### src/rtl/stopwatch_lap_core_pkg.sv
// Shared types and constants for the lap stopwatch: FSM states, time record,
// 7-segment patterns (bit0=a .. bit6=g) and the BCD-to-segment decoder.
package stopwatch_lap_core_pkg;
  localparam int DIG_W = 4;
  localparam int SEG_W = 7;

  typedef enum logic [1:0] {ST_IDLE, ST_RUN, ST_LAP, ST_STOP} sw_state_e;

  typedef struct packed {
    logic [DIG_W-1:0] m10;
    logic [DIG_W-1:0] m1;
    logic [DIG_W-1:0] s10;
    logic [DIG_W-1:0] s1;
    logic [DIG_W-1:0] c10;
    logic [DIG_W-1:0] c1;
  } sw_time_t;

  localparam logic [SEG_W-1:0] SEG_0     = 7'b0111111;
  localparam logic [SEG_W-1:0] SEG_1     = 7'b0000110;
  localparam logic [SEG_W-1:0] SEG_2     = 7'b1011011;
  localparam logic [SEG_W-1:0] SEG_3     = 7'b1001111;
  localparam logic [SEG_W-1:0] SEG_4     = 7'b1100110;
  localparam logic [SEG_W-1:0] SEG_5     = 7'b1101101;
  localparam logic [SEG_W-1:0] SEG_6     = 7'b1111101;
  localparam logic [SEG_W-1:0] SEG_7     = 7'b0000111;
  localparam logic [SEG_W-1:0] SEG_8     = 7'b1111111;
  localparam logic [SEG_W-1:0] SEG_9     = 7'b1101111;
  localparam logic [SEG_W-1:0] SEG_BLANK = 7'b0000000;

  function automatic logic [SEG_W-1:0] bcd2seg(input logic [DIG_W-1:0] d);
    logic [SEG_W-1:0] s;
    case (d)
      4'd0:    s = SEG_0;
      4'd1:    s = SEG_1;
      4'd2:    s = SEG_2;
      4'd3:    s = SEG_3;
      4'd4:    s = SEG_4;
      4'd5:    s = SEG_5;
      4'd6:    s = SEG_6;
      4'd7:    s = SEG_7;
      4'd8:    s = SEG_8;
      4'd9:    s = SEG_9;
      default: s = SEG_BLANK;
    endcase
    return s;
  endfunction
endpackage

### src/rtl/stopwatch_lap_core_bcd_mod_counter.sv
// Two-digit BCD counter wrapping at MOD-1; carry is combinational so a chain
// of these advances in the same cycle as the enabling tick.
module bcd_mod_counter
  import stopwatch_lap_core_pkg::*;
#(
  parameter int MOD = 100
) (
  input  logic             clk,
  input  logic             rst,
  input  logic             i_en,
  input  logic             i_clr,
  output logic [DIG_W-1:0] o_tens,
  output logic [DIG_W-1:0] o_units,
  output logic             o_carry
);
  localparam logic [DIG_W-1:0] LAST_T = DIG_W'((MOD - 1) / 10);
  localparam logic [DIG_W-1:0] LAST_U = DIG_W'((MOD - 1) % 10);

  logic [DIG_W-1:0] r_tens, r_units;
  logic             w_last;

  assign w_last  = (r_tens == LAST_T) && (r_units == LAST_U);
  assign o_carry = i_en & w_last;
  assign o_tens  = r_tens;
  assign o_units = r_units;

  always_ff @(posedge clk or negedge rst) begin
    if (!rst) begin
      r_tens  <= '0;
      r_units <= '0;
    end else if (i_clr) begin
      r_tens  <= '0;
      r_units <= '0;
    end else if (i_en) begin
      if (w_last) begin
        r_tens  <= '0;
        r_units <= '0;
      end else if (r_units == 4'd9) begin
        r_units <= '0;
        r_tens  <= r_tens + 4'd1;
      end else begin
        r_units <= r_units + 4'd1;
      end
    end
  end
endmodule

### src/rtl/stopwatch_lap_core.sv
// MM:SS.cc stopwatch with debounced start/stop and lap buttons, lap freeze and
// clear-from-stopped; drives six registered 7-segment digits.
module stopwatch_lap_core
  import stopwatch_lap_core_pkg::*;
#(
  parameter int TICK_DIV       = 500000,
  parameter int DB_CYC         = 1000000,
  parameter int MIN_MAX        = 60,
  parameter bit SEG_ACTIVE_LOW = 1'b0
) (
  input  logic             clk,
  input  logic             rst,
  input  logic             start_stop,
  input  logic             lap,
  output logic [SEG_W-1:0] m10,
  output logic [SEG_W-1:0] m1,
  output logic [SEG_W-1:0] s10,
  output logic [SEG_W-1:0] s1,
  output logic [SEG_W-1:0] c10,
  output logic [SEG_W-1:0] c1,
  output logic             running,
  output logic             lap_active,
  output logic             wrapped
);
  localparam int PW = (TICK_DIV > 1) ? $clog2(TICK_DIV) : 1;
  localparam int LW = $clog2(DB_CYC + 1);
  localparam logic [SEG_W-1:0] SEG_MASK = SEG_ACTIVE_LOW ? 7'h7F : 7'h00;

  // ---- button conditioning: sync, edge detect, per-button lockout ----
  logic [1:0] w_btn, w_press;
  assign w_btn = {lap, start_stop};

  for (genvar gi = 0; gi < 2; gi++) begin : g_btn
    logic          r_s1, r_s2, r_prev;
    logic [LW-1:0] r_lock;
    assign w_press[gi] = r_s2 & ~r_prev & (r_lock == '0);
    always_ff @(posedge clk or negedge rst) begin
      if (!rst) begin
        r_s1   <= 1'b0;
        r_s2   <= 1'b0;
        r_prev <= 1'b0;
        r_lock <= '0;
      end else begin
        r_s1   <= w_btn[gi];
        r_s2   <= r_s1;
        r_prev <= r_s2;
        if (w_press[gi])        r_lock <= LW'(DB_CYC);
        else if (r_lock != '0)  r_lock <= r_lock - 1'b1;
      end
    end
  end

  logic w_ss, w_lp;
  assign w_ss = w_press[0];
  assign w_lp = w_press[1];

  // ---- control FSM ----
  sw_state_e r_state, w_state_nxt;
  logic      w_clr, w_latch;

  always_ff @(posedge clk or negedge rst) begin
    if (!rst) r_state <= ST_IDLE;
    else      r_state <= w_state_nxt;
  end

  always_comb begin
    w_state_nxt = r_state;
    w_clr       = 1'b0;
    w_latch     = 1'b0;
    case (r_state)
      ST_IDLE: if (w_ss) w_state_nxt = ST_RUN;
      ST_RUN: begin
        if (w_ss) w_state_nxt = ST_STOP;
        else if (w_lp) begin
          w_state_nxt = ST_LAP;
          w_latch     = 1'b1;
        end
      end
      ST_LAP: begin
        if (w_ss)      w_state_nxt = ST_STOP;
        else if (w_lp) w_state_nxt = ST_RUN;
      end
      ST_STOP: begin
        if (w_ss) w_state_nxt = ST_RUN;
        else if (w_lp) begin
          w_state_nxt = ST_IDLE;
          w_clr       = 1'b1;
        end
      end
      default: w_state_nxt = ST_IDLE;
    endcase
  end

  // ---- prescaler: frozen outside RUN/LAP so pause keeps sub-tick phase ----
  logic          w_active, w_tick;
  logic [PW-1:0] r_presc;

  assign w_active = (r_state == ST_RUN) || (r_state == ST_LAP);
  assign w_tick   = w_active && (r_presc == PW'(TICK_DIV - 1));

  always_ff @(posedge clk or negedge rst) begin
    if (!rst)          r_presc <= '0;
    else if (w_clr)    r_presc <= '0;
    else if (w_tick)   r_presc <= '0;
    else if (w_active) r_presc <= r_presc + 1'b1;
  end

  // ---- time chain ----
  sw_time_t w_live;
  logic     w_cc_cy, w_ss_cy, w_mm_cy;

  bcd_mod_counter #(.MOD(100)) u_cc (
    .clk(clk), .rst(rst), .i_en(w_tick), .i_clr(w_clr),
    .o_tens(w_live.c10), .o_units(w_live.c1), .o_carry(w_cc_cy));

  bcd_mod_counter #(.MOD(60)) u_ss (
    .clk(clk), .rst(rst), .i_en(w_cc_cy), .i_clr(w_clr),
    .o_tens(w_live.s10), .o_units(w_live.s1), .o_carry(w_ss_cy));

  bcd_mod_counter #(.MOD(MIN_MAX)) u_mm (
    .clk(clk), .rst(rst), .i_en(w_ss_cy), .i_clr(w_clr),
    .o_tens(w_live.m10), .o_units(w_live.m1), .o_carry(w_mm_cy));

  logic     r_wrapped;
  sw_time_t r_lap;

  always_ff @(posedge clk or negedge rst) begin
    if (!rst) begin
      r_wrapped <= 1'b0;
      r_lap     <= '0;
    end else begin
      if (w_clr)        r_wrapped <= 1'b0;
      else if (w_mm_cy) r_wrapped <= 1'b1;
      if (w_clr)        r_lap <= '0;
      else if (w_latch) r_lap <= w_live;
    end
  end

  // ---- display: source mux and decode in one register stage ----
  sw_time_t         w_disp;
  logic [SEG_W-1:0] r_m10, r_m1, r_s10, r_s1, r_c10, r_c1;

  assign w_disp = (r_state == ST_LAP) ? r_lap : w_live;

  always_ff @(posedge clk or negedge rst) begin
    if (!rst) begin
      r_m10 <= SEG_0 ^ SEG_MASK;
      r_m1  <= SEG_0 ^ SEG_MASK;
      r_s10 <= SEG_0 ^ SEG_MASK;
      r_s1  <= SEG_0 ^ SEG_MASK;
      r_c10 <= SEG_0 ^ SEG_MASK;
      r_c1  <= SEG_0 ^ SEG_MASK;
    end else begin
      r_m10 <= bcd2seg(w_disp.m10) ^ SEG_MASK;
      r_m1  <= bcd2seg(w_disp.m1)  ^ SEG_MASK;
      r_s10 <= bcd2seg(w_disp.s10) ^ SEG_MASK;
      r_s1  <= bcd2seg(w_disp.s1)  ^ SEG_MASK;
      r_c10 <= bcd2seg(w_disp.c10) ^ SEG_MASK;
      r_c1  <= bcd2seg(w_disp.c1)  ^ SEG_MASK;
    end
  end

  assign m10        = r_m10;
  assign m1         = r_m1;
  assign s10        = r_s10;
  assign s1         = r_s1;
  assign c10        = r_c10;
  assign c1         = r_c1;
  assign running    = w_active;
  assign lap_active = (r_state == ST_LAP);
  assign wrapped    = r_wrapped;
endmodule

### config.mk
export PLATFORM = sky130hd
export DESIGN_NAME = stopwatch_lap_core
export DESIGN_NICKNAME = d
export VERILOG_FILES = /design/src/rtl/stopwatch_lap_core_pkg.sv /design/src/rtl/stopwatch_lap_core_bcd_mod_counter.sv /design/src/rtl/stopwatch_lap_core.sv
export SDC_FILE = /design/constraint.sdc
export NUM_CORES = 1
export LEC_CHECK = 0
export BUFFER_PORTS_ARGS = -buffer_cell sky130_fd_sc_hd__buf_2
export CAP_MARGIN = 20
export CORE_UTILIZATION = 55
export CTS_CLUSTER_SIZE = 24
export DETAILED_ROUTE_END_ITERATION = 8
export PLACE_DENSITY = 0.81
export SYNTH_ARGS = -nofsm -noshare
export SYNTH_HDL_FRONTEND = slang
export SYNTH_SLANG_ARGS = --single-unit
export TNS_END_PERCENT = 10
### constraint.sdc
create_clock -name clk -period 7.35 [get_ports clk]
set_input_delay 2.205 -clock clk [delete_from_list [all_inputs] [get_ports clk]]
set_output_delay 2.205 -clock clk [all_outputs]
set_load 0.005 [all_outputs]
### Word level (Yosys, flattened, before mapping)

Memories as Yosys holds them, arrays and structs flattened. A register that Yosys moved wholly into a read port is not among the register bits.
Index checks and enable logic that the tools add are counted.

* bitwise operators: 9
* equal/unequal tests: 14
* reduce and logical (&&, ||, !) cells: 31
* $add $sub $neg: 9
* mux-type cells: 48

Operators with widths (count)
* 4-bit two-way mux: 24
* 20-bit two-way mux: 4
* 24-bit two-way mux: 3
* 19-bit two-way mux: 3
* 20-bit zero test: 2
* 20-bit nonzero test: 2
* 20-bit by 1-bit subtractor with 20-bit output, second input constant: 2
* 4-bit by 1-bit adder with 4-bit output, second input constant: 6
* 19-bit by 1-bit adder with 19-bit output, second input constant: 1
* 19-bit == test, second input constant: 1
* 4-bit == test, second input constant: 4
* 2-bit two-way mux: 7
* 2-bit nonzero test: 7
* 3-bit nonzero test: 4
* 4-bit by 3-bit == test with 1-bit output, second input constant: 2
* 2-bit case mux with 4 select lines: 1
* 1-bit bitwise AND: 7
* 1-bit zero test: 6
* 1-bit two-way mux: 6
* 3-bit != test, second input constant: 2
* 2-bit AND reduction: 3
* 2-bit == test, second input constant: 2
* 1-bit logical AND: 4
* 4-bit AND reduction: 1
* other kinds (6): 7

* output and inout bits: 45
* memory bits (read-only): 672
* memories: 6
* input bits: 4
* flip-flop bits (word level): 116
* logic and storage cells: 140

Memories
* (name not given): depth 16, bits a word 7, rd ports 1, clocked after Yosys merged registers in 1, wr ports 0, RTL line stopwatch_lap_core_pkg.sv:32 `case (d)`
* (name not given): depth 16, bits a word 7, rd ports 1, clocked after Yosys merged registers in 1, wr ports 0, RTL line stopwatch_lap_core_pkg.sv:32
* (name not given): depth 16, bits a word 7, rd ports 1, clocked after Yosys merged registers in 1, wr ports 0, RTL line stopwatch_lap_core_pkg.sv:32
* (name not given): depth 16, bits a word 7, rd ports 1, clocked after Yosys merged registers in 1, wr ports 0, RTL line stopwatch_lap_core_pkg.sv:32
* (name not given): depth 16, bits a word 7, rd ports 1, clocked after Yosys merged registers in 1, wr ports 0, RTL line stopwatch_lap_core_pkg.sv:32
* (name not given): depth 16, bits a word 7, rd ports 1, clocked after Yosys merged registers in 1, wr ports 0, RTL line stopwatch_lap_core_pkg.sv:32

### Longest topological paths before layout

* depth after elaboration: 8
* mapped depth: 10
* depth with buffers taken out: 8

### Cells and area by module

Synthesis repeated with hierarchy kept, for this count alone.

* cells, all modules: 833
* area total of the unflattened synthesis: 8540.7 um^2

By module, submodules not included
* stopwatch_lap_core: area each 7106.8 um^2, seq. area each 3398.3 um^2, times used 1, cells an instance 690
* bcd_mod_counter at u_mm ...: area each 470.5 um^2, seq. area each 200.2 um^2, times used 2, cells an instance 46
* bcd_mod_counter at u_cc: area each 493.0 um^2, seq. area each 200.2 um^2, times used 1, cells an instance 51

### Worst setup path before layout

OpenSTA, ideal clock, no wires.

* path type: reg2out
* start point: register r_state[0]
* end point: output port running
* buffers on the path: 0
* setup slack: 4332 ps
* data arrival time: 813 ps
* cell stages (with the launch flop): 3
* cells stage by stage: dfrtp_1 inv_1 ha_1

* cells in the longest elaborated chain, start to end: 2
* elaborated cells between the ends (all ways): 3
* those cells by class: 2 x eq/ne; 1 x reduce/logical

Ends and longest elaborated chain
* from (decl): RTL line stopwatch_lap_core.sv:58 `sw_state_e r_state, w_state_nxt;`
* from (signal assigned): RTL line stopwatch_lap_core.sv:63 `else r_state <= w_state_nxt;`
* 2-bit by 1-bit == test with 1-bit output or 2-bit == test (tied branches): RTL line stopwatch_lap_core.sv:98 `assign w_active = (r_state == ST_RUN) || (r_state == ST_LAP);`
* 1-bit logical OR (*): RTL line stopwatch_lap_core.sv:98
* to (decl): RTL line stopwatch_lap_core.sv:21 `output logic running,`

Mark *: on every way between the ends. The rest lies on a longest branch, timed or not.

### Final worst setup path

* start point: register r_state[0]
* end point: output port lap_active

* cells in the longest elaborated chain, start to end: 1

Ends and longest elaborated chain
* 2-bit == test: RTL line stopwatch_lap_core.sv:170 `assign lap_active = (r_state == ST_LAP);`
* to (decl): RTL line stopwatch_lap_core.sv:22 `output logic lap_active,`

Every way passes these cells.

==> impl_metrics.csv <==
group,metric,value,unit
outcome,status,"finished, final reports clean",
cts,ctsResizeCount,0,
routing,drtPass1Iterations,6,
routing,remaining_drc_errors,0,
finish,antenna_cells,0,
placed_design,post-place-ws,3.47,ns
finish,nets,940,
cts,cts_max_path_buffers,2,
sta,fin_crit,4.29,ns
floorplanning,ios,49,
sta,rsz0062_at_grt,"false",
global_route,gr-total-overflow,0,
cts,clk_latency,0.43,ns
routing,drt_iter0_markers,453,
logic_synthesis,syn_area_per_cell,10.3,µm²
floorplanning,start_util,56.3,%
logic_synthesis,ys.flop_type,"dfrtp_1",
critical_path,critPathLaunch,"r_state[0]$_DFFE_PN0P_",
power_and_ir_drop,p_per_area,237,mW/mm²
floorplanning,placementRows,45,
logic_synthesis,synth_top_area_cell,"dfrtp_1",
logic_synthesis,ys_ff_latch,158,
critical_path,critPathLaunchType,"flip-flop",
worst_hold_path,hold_class,"flip-flop to flip-flop",
logic_synthesis,yosys_warnings,0,
critical_path,rr_worst_depth,5,
logic_synthesis,yosysSeqAreaShare,46.7,%
cts,cts.sinks,158,
global_route,grt_usage,20.7,%
sta,slew_headroom,29.9,%
sta,maxSlewViolCount,0,
sta,setup_tns,0,ns
logic_synthesis,syn-cell-area,0.00856,mm²
placed_design,gp_congestion,0.774,
critical_path,critPathMaxFanout,39,
flow_run,maxCapViolations,0,
finish,nFillCells,1179,
placed_design,place.port_buffers,48,
logic_synthesis,async_flop_share,100,%
finish,drive_above_1_share,19.6,%
routing,drtAntennaViolNets,0,
critical_path,worstPathRequired,5.14,ns
routing,vias,6138,
cts,path_clk_slew,0.06,ns
routing,vias_per_cell,5.69,
cts,cts_buffers,17,
sta,setup_ws,3.06,ns
logic_synthesis,ys_types,66,
cts,cts_tree,"yes",
sta,min_period_over_period,58.4,%
floorplanning,die_height,127,µm
logic_synthesis,synth_commonest_cells,"dfrtp_1, nand2_1, nor2_1, ha_1, o21ai_0",
logic_synthesis,synth_edf_count,0,
critical_path,r2r-end,"r_lap[0]$_DFFE_PN0P_",
placed_design,dp_hpwl,10300,µm
cts,htreeDepth,4,
worst_hold_path,hp-start,"g_btn[0].r_s1$_DFF_PN0_",
sta,fin_skew,0.00776,ns
power_and_ir_drop,ir_drop,0.172,mV
finish,area_delta_synth_final,11.2,%
global_route,grt_pass1_wl,26800,µm
sta,worstMarginPinSlew,1.05,ns
logic_synthesis,syn_nets,891,
logic_synthesis,syn_inst,829,
logic_synthesis,yosys-top-cells-area,"dfrtp_1, dfstp_2, ha_1",
global_route,antenna_found_initial,0,
floorplanning,fp.dieW,127,µm
cts,cts_post_setup_buffers_inserted,0,
power_and_ir_drop,leakage,4.13,nW
routing,wl,15700,µm
critical_path,timing.rr.start,"g_btn[0].r_lock[14]$_DFFE_PN0P_",
cts,cts_hold_buf,0,
critical_path,crit_type,"flip-flop to primary output",
critical_path,r2r_slack,4.20,ns
floorplanning,coreArea,0.0152,mm²
sta,hold_viol,0,
global_route,grt_pass1_vias,5753,
floorplanning,dieArea,0.0161,mm²
worst_hold_path,worstHoldEndpoint,"g_btn[0].r_s2$_DFF_PN0_",
sta,fmax,233,MHz
sta,setup-violations-final,0,
logic_synthesis,synth.most_common_cell,"dfrtp_1",
critical_path,end_kind,"primary output",
global_route,grt_max_degree,116,
worst_hold_path,min_path_cells,0,
logic_synthesis,synth_top_area_share,35.7,%
critical_path,critPathArrivalTime,2.09,ns
routing,wire_per_inst,14.6,µm
cts,cts_root_buf,"clkbuf_16",
==> final cells by class <==
class	instances	area (µm²)	share of cell area, %
multi-input combinational	622	4310	45.3
sequential	158	4000	42.0
timing repair buffer	51	269	2.83
clock buffer	25	485	5.10
clock inverter	7	109	1.14
tap	188	235	2.47
inverter	28	105	1.10
==> cells by family after synthesis <==
group	share of synthesized area (%)
mux	5.20
xor+xnor	4.30
flops	46.7
buf+inv	2.89
fa+ha+maj	8.48
simple gates	20.5
compound gates	11.9
==> critical path, cell delays in order, from the launching register on <==
cell and delay, ns:
dfrtp_1 0.43, inv_1 0.15, ha_2 0.82, buf_2 0.26
==> per-layer routing <==
layer / vias to the layer above / global-route usage, % / wire (µm)
met4: 0 / 7.77 / 177
met2: 124 / 34.2 / 7640
met5: - / 0 / 0
li1: 3026 / - / -
met3: 19 / 4.13 / 560
met1: 2969 / 27.0 / 7370
==> per-stage QoR <==
stage | utilization, % | std cells | cell area, µm² | hold slack, ns | total power [mW]
after floorplan | - | 829 | 8560 | 0.331 | 1.28
after global placement | 58.7 | 1047 | 8920 | 0.332 | 1.36
after detailed placement | 58.7 | 1047 | 8920 | 0.339 | 1.38
after CTS | 62.6 | 1079 | 9520 | 0.352 | 2.27
after global routing | 62.6 | 1079 | 9520 | 0.364 | 2.35
final | 62.6 | 1079 | 9520 | 0.349 | 2.26
==> worst max-delay path by stage <==
stage	slack, ns	end	cells past startpoint
global route	2.91	lap_active	3
finish	3.06	lap_active	3
CTS	3.01	lap_active	3
floorplan	4.33	running	2
detailed placement	3.47	lap_active	3
global placement	3.51	lap_active	3
==> state kept, by name, summed over array words and instances, names as in the netlist, 2 cells and up <==
register and count:
u_mm.o_tens 4, s1 7, m1 7, s10 7, g_btn.r_prev 2, u_ss.o_units 4, u_ss.o_tens 4, g_btn.r_s1 2
u_cc.o_tens 4, g_btn.r_s2 2, r_state 2, m10 7, u_mm.o_units 4, r_presc 19, c10 7, r_lap 24
c1 7, g_btn.r_lock 40, u_cc.o_units 4
==> report_power, final <==
group	switching, mW	internal (mW)
Combinational	0.182	0.141
Clock	0.331	0.558
Sequential	0.0926	0.950
Total	0.606	1.65
==> placed cells by master, fill, tap and decap left out, types with 14 or more instances in the layout <==
| master | Yosys | final |
|---|---|---|
| mux2i_1 | 31 | 31 |
| nor3_1 | 23 | 23 |
| nand2_1 | 79 | 79 |
| nor2_1 | 79 | 79 |
| ha_1 | 58 | 57 |
| inv_1 | 28 | 28 |
| nand3_1 | 26 | 26 |
| o21ai_2 | 20 | 20 |
| nand2b_1 | 29 | 29 |
| xor2_1 | 14 | 14 |
| clkbuf_16 | 0 | 17 |
| dfstp_2 | 36 | 36 |
| o22ai_1 | 14 | 14 |
| dfrtp_1 | 122 | 122 |
| nand4_1 | 16 | 16 |
| buf_2 | 3 | 47 |
| xnor2_1 | 28 | 28 |
| o21ai_0 | 39 | 39 |
| a21oi_1 | 22 | 22 |
(Power assumes the default switching activity.)
